==> src/rtl/oisc8_pkg.sv <==
// Shared OISC8 definitions: bus port addresses and the fetch sequencer's state encoding.
package oisc8_pkg;

  typedef enum logic [7:0] {
    NONE  = 8'h00,
    BRPT0 = 8'hF0,
    BRPT1 = 8'hF1,
    BRZ   = 8'hF2
  } e_iaddr;

  typedef enum logic [7:0] {
    NULL_ = 8'h00
  } e_iaddr_src;

  typedef enum logic [1:0] {
    ISSUE  = 2'd0,
    FETCH  = 2'd1,
    BUBBLE = 2'd2,
    HALT   = 2'd3
  } e_fetch_state;

  localparam logic [15:0] NOP_INSTR = 16'h0000;

endpackage

==> src/rtl/oisc8_fetch_if.sv <==
// Fetch sequencer connections: ROM read port, instruction bus, data bus snoop and halt.
interface oisc8_fetch_if
  import oisc8_pkg::*;
#(
  parameter int ASIZE = 8,
  parameter int PC_W  = 16
);

  // ROM protocol: rom_en high requests the word at rom_addr; rom_data returns it
  // on the following cycle. There is no back-pressure, the ROM accepts every request.
  logic               halt;
  logic [7:0]         bus_data;
  logic [2*ASIZE-1:0] rom_data;
  logic               rom_en;
  logic [PC_W-1:0]    rom_addr;
  logic [2*ASIZE-1:0] instr;
  logic [PC_W-1:0]    pc_dbg;
  e_fetch_state       state_dbg;

  modport master (
    input  halt, bus_data, rom_data,
    output rom_en, rom_addr, instr, pc_dbg, state_dbg
  );

  modport slave (
    output halt, bus_data, rom_data,
    input  rom_en, rom_addr, instr, pc_dbg, state_dbg
  );

endinterface

==> src/rtl/oisc8_fetch.sv <==
// Instruction fetch sequencer: owns the PC, drives the program ROM and resolves
// BRPT0/BRPT1/BRZ by snooping the data bus. A taken branch costs one bubble cycle.
module oisc8_fetch
  import oisc8_pkg::*;
#(
  parameter int ASIZE = 8,
  parameter int PC_W  = 16
) (
  input  logic          clk,
  input  logic          rst,
  oisc8_fetch_if.master fif
);

  e_fetch_state    state_q, state_d;
  logic [PC_W-1:0] pc_q, pc_d;
  logic [15:0]     brpt_q, brpt_d;
  logic [PC_W-1:0] tgt_q, tgt_d;
  logic [PC_W-1:0] pc_dbg_q, pc_dbg_d;

  logic [2*ASIZE-1:0] instr;
  logic [ASIZE-1:0]   dst;
  logic [ASIZE-1:0]   src;
  logic               brz_taken;
  logic               rom_en;
  logic [PC_W-1:0]    rom_addr;

  // A halted FETCH suppresses its instruction, so nothing downstream decodes it.
  assign instr     = (state_q == FETCH && !fif.halt) ? fif.rom_data : NOP_INSTR;
  assign dst       = instr[2*ASIZE-1:ASIZE];
  assign src       = instr[ASIZE-1:0];
  assign brz_taken = (dst == ASIZE'(BRZ)) && (src != ASIZE'(NULL_)) && (fif.bus_data == 8'h00);

  always_comb begin
    state_d  = state_q;
    pc_d     = pc_q;
    brpt_d   = brpt_q;
    tgt_d    = tgt_q;
    rom_en   = 1'b0;
    rom_addr = pc_q;
    case (state_q)
      ISSUE: begin
        rom_en = 1'b1;
        if (!fif.halt) begin
          pc_d    = pc_q + PC_W'(1);
          state_d = FETCH;
        end
      end
      FETCH: begin
        rom_en = 1'b1;
        pc_d   = pc_q + PC_W'(1);
        if (fif.halt) begin
          // pc already points past the suppressed word; step back so it is replayed.
          pc_d    = pc_q - PC_W'(1);
          state_d = HALT;
        end else if (dst == ASIZE'(BRPT0)) begin
          brpt_d[7:0] = fif.bus_data;
        end else if (dst == ASIZE'(BRPT1)) begin
          brpt_d[15:8] = fif.bus_data;
        end else if (brz_taken) begin
          tgt_d   = PC_W'(brpt_q);
          state_d = BUBBLE;
        end
      end
      BUBBLE: begin
        rom_en   = 1'b1;
        rom_addr = tgt_q;
        if (fif.halt) begin
          pc_d    = tgt_q;
          state_d = HALT;
        end else begin
          pc_d    = tgt_q + PC_W'(1);
          state_d = FETCH;
        end
      end
      HALT: begin
        if (!fif.halt) state_d = ISSUE;
      end
      default: state_d = ISSUE;
    endcase
    pc_dbg_d = rom_en ? rom_addr : pc_dbg_q;
  end

  always_ff @(posedge clk or negedge rst) begin
    if (!rst) begin
      state_q  <= ISSUE;
      pc_q     <= '0;
      brpt_q   <= '0;
      tgt_q    <= '0;
      pc_dbg_q <= '0;
    end else begin
      state_q  <= state_d;
      pc_q     <= pc_d;
      brpt_q   <= brpt_d;
      tgt_q    <= tgt_d;
      pc_dbg_q <= pc_dbg_d;
    end
  end

  // ISSUE is the reset state, so the read enable is masked while reset is held.
  assign fif.rom_en    = rom_en & rst;
  assign fif.rom_addr  = rom_addr;
  assign fif.instr     = instr;
  assign fif.pc_dbg    = pc_dbg_q;
  assign fif.state_dbg = state_q;

endmodule

==> src/flat_wrapper.sv <==
// flat-port wrapper written by rule: the top's interface ports become plain ports
module oisc8_fetch_flat import oisc8_pkg::*;
#(
  parameter int ASIZE = 8,
  parameter int PC_W  = 16
)
  (clk, rst, fif_halt, fif_bus_data, fif_rom_data, fif_rom_en, fif_rom_addr, fif_instr, fif_pc_dbg, fif_state_dbg);
  oisc8_fetch_if #(.ASIZE(ASIZE), .PC_W(PC_W)) fif_i ();
  input  logic clk;
  input  logic rst;
  input wire logic [$bits(fif_i.halt)-1:0] fif_halt;
  input wire logic [$bits(fif_i.bus_data)-1:0] fif_bus_data;
  input wire logic [$bits(fif_i.rom_data)-1:0] fif_rom_data;
  output wire logic [$bits(fif_i.rom_en)-1:0] fif_rom_en;
  output wire logic [$bits(fif_i.rom_addr)-1:0] fif_rom_addr;
  output wire logic [$bits(fif_i.instr)-1:0] fif_instr;
  output wire logic [$bits(fif_i.pc_dbg)-1:0] fif_pc_dbg;
  output wire logic [$bits(fif_i.state_dbg)-1:0] fif_state_dbg;
  assign fif_i.halt = fif_halt;
  assign fif_i.bus_data = fif_bus_data;
  assign fif_i.rom_data = fif_rom_data;
  assign fif_rom_en = fif_i.rom_en;
  assign fif_rom_addr = fif_i.rom_addr;
  assign fif_instr = fif_i.instr;
  assign fif_pc_dbg = fif_i.pc_dbg;
  assign fif_state_dbg = fif_i.state_dbg;
  oisc8_fetch #(.ASIZE(ASIZE), .PC_W(PC_W)) u_core (.clk(clk), .rst(rst), .fif(fif_i));
endmodule
==> config.mk <==
export PLATFORM = sky130hd
export DESIGN_NAME = oisc8_fetch_flat
export DESIGN_NICKNAME = d
export VERILOG_FILES = /design/src/rtl/oisc8_pkg.sv /design/src/rtl/oisc8_fetch_if.sv /design/src/rtl/oisc8_fetch.sv /design/src/flat_wrapper.sv
export SDC_FILE = /design/constraint.sdc
export NUM_CORES = 1
export LEC_CHECK = 0
export CORE_MARGIN = 3
export CORE_UTILIZATION = 48
export DETAILED_ROUTE_END_ITERATION = 16
export PLACE_DENSITY = 0.77
export REMOVE_ABC_BUFFERS = 1
export SYNTH_ARGS = -nofsm -noshare
export SYNTH_HDL_FRONTEND = slang
export SYNTH_SLANG_ARGS = --single-unit
==> constraint.sdc <==
create_clock -name clk -period 2.2 [get_ports clk]
set_input_delay 0.44 -clock clk [delete_from_list [all_inputs] [get_ports clk]]
set_output_delay 0.44 -clock clk [all_outputs]
set_load 0.05 [all_outputs]
After elaboration in Yosys (flattened, before gate mapping)
Index checks and enable logic that the tools add are counted.

$add $sub $neg: 3. Muxes and demuxes: 15. Equality and inequality tests: 11. Bitwise gates (word level): 4. Reductions and logical operators: 14.

Operators with widths (count): 16-bit two-way mux (5); 16-bit case mux with 3 select lines (1); 16-bit by 1-bit adder with 16-bit output, second input constant (2); 8-bit equality test, second input constant (3); 16-bit by 1-bit subtractor with 16-bit output, second input constant (1); 2-bit two-way mux (7); 5-bit AND reduction (2); 8-bit logical NOT (1); 2-bit case mux with 4 select lines (1); 8-bit nonzero test (1); 3-bit inequality test, second input constant (2); 2-bit equality test, second input constant (2); 2-bit inequality test, second input constant (2); 4-bit AND reduction (1); 1-bit logical AND (3); 3-bit by 2-bit inequality test with 1-bit output, second input constant (1); 1-bit inverter (3); 3-bit AND reduction (1); 3-bit nonzero test (1); 3-bit OR reduction (1); 2-bit by 1-bit equality test with 1-bit output, second input constant (1); 2-bit logical NOT (1); 2-bit AND reduction (1); 1-bit AND (1); other kinds (2) (2).

Bits in registers: 66. Word-level logic and storage cells: 53. Input bits: 27.

Depth between registers and ports, before layout
Depth after elaboration: 11. Gate-level depth with buffers: 9. Mapped depth without buffers: 7.

Worst setup path after synthesis
Ideal clock, no wire load.

Path kind: reg-to-reg. From: register u_core.state_q[1], in the netlist u_core.fif.state_dbg[1]. To: register u_core.pc_q[8]. Setup time: 127 ps. Buffers on the path: 2. Stages on the path, launching flop included: 10. Arrival: 2549 ps. Path slack: -476 ps. Required time: 2073 ps. Clock period less this slack: 2676 ps. Cells stage by stage: dfrtp_1 > inv_1 > ha_1 > buf_2 > clkinv_1 > nor2_1 > clkbuf_1 > o221ai_1 > a22oi_1 > o21ai_1.

Longest elaborated chain between the ends: 3.

Ends and longest elaborated chain: start, declared (line oisc8_fetch.sv:14) `e_fetch_state state_q, state_d;`; start signal, assigned (line oisc8_fetch.sv:91) `state_q <= state_d;`; 2-bit equality test (tied with other cells) (line oisc8_fetch.sv:40) `case (state_q)`; 3-bit nonzero test (no line) or 2-bit inequality test (tied branches); 2-bit AND reduction (no line); end signal, assigned (line oisc8_fetch.sv:92) `pc_q <= pc_d;`; end, declared (line oisc8_fetch.sv:15) `logic [PC_W-1:0] pc_q, pc_d;`.

Several ways; a longest one is shown, not always the timed one. A chain may end at the register's enable or synchronous reset.

Final worst setup path
From: register u_core.state_q[1], in the netlist u_core.fif.state_dbg[1]. To: output port fif_rom_addr[5].

Longest elaborated chain between the ends: 2.

Ends and longest elaborated chain: 2-bit equality test (line oisc8_fetch.sv:40); 16-bit two-way mux (line oisc8_fetch.sv:40); end, declared (line flat_wrapper.sv:15) `output wire logic [$bits(fif_i.rom_addr)-1:0] fif_rom_addr;`.

Every way passes these cells.

==> out/metrics.yaml <==
fin_ws_ns: -0.02222
rows: 33
vias_per_cell: 6.364
syn_area_mm2: 0.004192
grtUsageTotal_pct: 27.54
post-route-period-util_pct: 101.0
grt_max_degree: 67
slew_viol_final: 0
drtIter0Drc: 442
cts_tree: "done"
crit_path_max_fanout: 15
syn_to_final_growth_pct: 49.58
grt_pass1_vias: 4224
clkSinkCount: 66
synth.distinct_cells: 62
final_common_cell: "dfrtp_1"
ys_warn_count: 0
num_vias: 4283
worst_slew_margin_rel_pct: 43.03
synthFlopType: "dfrtp_1"
worst_pin_slew_ns: 0.8546
worstSetupStartpointType: "register"
hold-worst-slack_ns: 0.3705
grt_pass1_wl_um: 21850
antennaDiodeCount: 0
io-pin-count: 78
routabilityCongestion: 0.9633
rsz0062_at_grt: "true"
fmax_mhz: 450.0
cts-htree-levels: 3
die_h_um: 99.45
fin_worst_skew_ns: 0.01037
hold_path.class: "in2async"
drc_errors: 0
pwr-share-comb_pct: 64.8
yosysSeqAreaShare_pct: 39.40
antenna_found_initial: 0
final_nets: 599
crit_path_end_kind: "output port"
cp.required_ns: 1.76
maxCapViolations: 0
place_hpwl_um: 9432
switching_power_w: 0.003681
drt-pass1-iter-count: 5
wl_um: 13990
syn_avg_cell_area_um2: 9.725
hold_buffers: 0
p_leak_nw: 2.841
die_w_um: 99.45
clkLatencyLatePin_ns: 0.35
synthArstFlopShare_pct: 100.0
peakVddDrop_mv: 0.9192
synth_edf_count: 0
power_frac_seq_pct: 21.1
hold_viol: 0
dieArea_mm2: 0.009889
postRouteAntennaNets: 0
fin_crit_ns: 2.222
mostFrequentLayoutCells: "dfrtp_1 (65), buf_4 (61), clkdlybuf4s50_1 (38)"
fill_cells: 534
drive_above_1_share_pct: 32.57
routedWlPerCell_um: 20.78
cts.clk_slew.worst_paths_ns: 0.08
clockRootBuffer: "clkbuf_8"
pwr-share-clk_pct: 14.0
status: "complete, but fails checks"
numCtsBuffers: 9
grt-ovfl-total: 0
failed_checks: "negative setup slack"
final_area_mm2: 0.006270
ys_ff_latch: 66
placedInstanceArea_mm2: 0.005697
core-area_mm2: 0.008341
internal-power_w: 0.004214
switching_share_pct: 46.63
clockBufferDepth: 2
start_util_pct: 50.26
crit_type: "reg2out"
crit_arrival_ns: 1.78
syn_inst: 431
setup_viol: 5
power.density_mw_per_mm2: 1259
io_buffers: 77
power groups by stage:
| stage | clock, W | sequential [W] | combinational, W |
|---|---|---|---|
| after CTS | 0.00110 | 0.00166 | 0.00483 |
| after floorplan | 0 | 0.00204 | 0.00217 |
| after global routing | 0.00116 | 0.00170 | 0.00540 |
| final | 0.00111 | 0.00167 | 0.00512 |
| after detailed placement | 0 | 0.00167 | 0.00453 |
| after global placement | 0 | 0.00165 | 0.00447 |
registers in the layout (all words and copies together) (netlist names):
name                  count
u_core.brpt_q            16
u_core.pc_q              16
u_core.fif.pc_dbg        16
u_core.fif.state_dbg      2
u_core.tgt_q             16
critical path: stages (launching register included):
cell     delay [ns]
dfrtp_1        0.41
buf_6          0.16
ha_4           0.16
buf_12         0.15
mux2_2         0.39
buf_6          0.17
path summary, 6_finish.rpt:
path                                         start                      end  slack [ns]  cells after the start
max                        u_core.fif.state_dbg[1]          fif_rom_addr[5]       -0.02                      5
min                                            rst         u_core.brpt_q[6]        0.37                      2
max reg2reg                u_core.fif.state_dbg[0]           u_core.pc_q[3]        0.06                      7
min reg2reg                       u_core.brpt_q[1]         u_core.brpt_q[1]        0.51                      1
max in group asynchronous                      rst  u_core.fif.state_dbg[0]        1.22                      2
min in group clk                   fif_bus_data[2]        u_core.brpt_q[10]        0.40                      2
area by class of cell:
cell class / count / area (um^2) / area share, %
clock inverter: 7 / 81.33 / 1.297
sequential: 66 / 1653 / 26.36
tap: 105 / 131.4 / 2.095
inverter: 15 / 56.30 / 0.8980
clock buffer: 9 / 123.9 / 1.976
multi-input combinational: 321 / 2539 / 40.49
timing repair buffer: 150 / 1685 / 26.88
cell usage after synthesis (11+ instances only):
cell type   n  share of area, %
dfrtp_1    66                39
mux2_1     42                11
nand2_1    33               3.0
nor2_1     26               2.3
nor3_1     17               2.0
clkbuf_1   16               1.4
mux2_2     16               4.3
nor4_1     16               2.4
o21ai_1    16               1.9
and2_1     13               1.9
inv_1      13               1.2
nand3_1    11               1.3
xnor2_1    11               2.3
per-stage QoR:
stage / setup WS, ns / total power (W) / std cells / util [%] / TNS, ns
2_1_floorplan: -0.6689 / 0.004213 / 402 / - / -33.65
3_3_place_gp: -0.3189 / 0.006126 / 649 / 68.30 / -11.21
3_5_place_dp: -0.3370 / 0.006206 / 649 / 68.30 / -12.36
4_1_cts: -0.004447 / 0.007585 / 668 / 72.70 / -0.004447
5_1_grt: -0.04038 / 0.008253 / 673 / 75.17 / -0.6422
6_report: -0.02222 / 0.007895 / 673 / 75.17 / -0.08200
routing by layer:
layer	global-route usage, %	wire length (um)
met1	35.99	5403
met2	46.07	7131
met3	3.927	1050
met4	11.03	401
met5	0	0
cell families after synthesis:
logic type	count (synthesis)	share of synthesized area, %
xor gates and xnor gates	16	3.343
adders and majority gates	9	2.687
DFF	66	39.40
AOI/OAI and AO/OA	79	13.28
and+or+nand+nor	153	19.70
muxes	64	17.31
buffers and inverters	44	4.269
what timing repair did:
action                     in CTS  in global routing
cloned                          1                  3
buffers inserted                2                  2
pin swaps                       0                  6
hold endpoints to repair        0                  0
setup endpoints to repair      30                 57
resized for setup              35                 37
(Power assumes the default switching activity.)
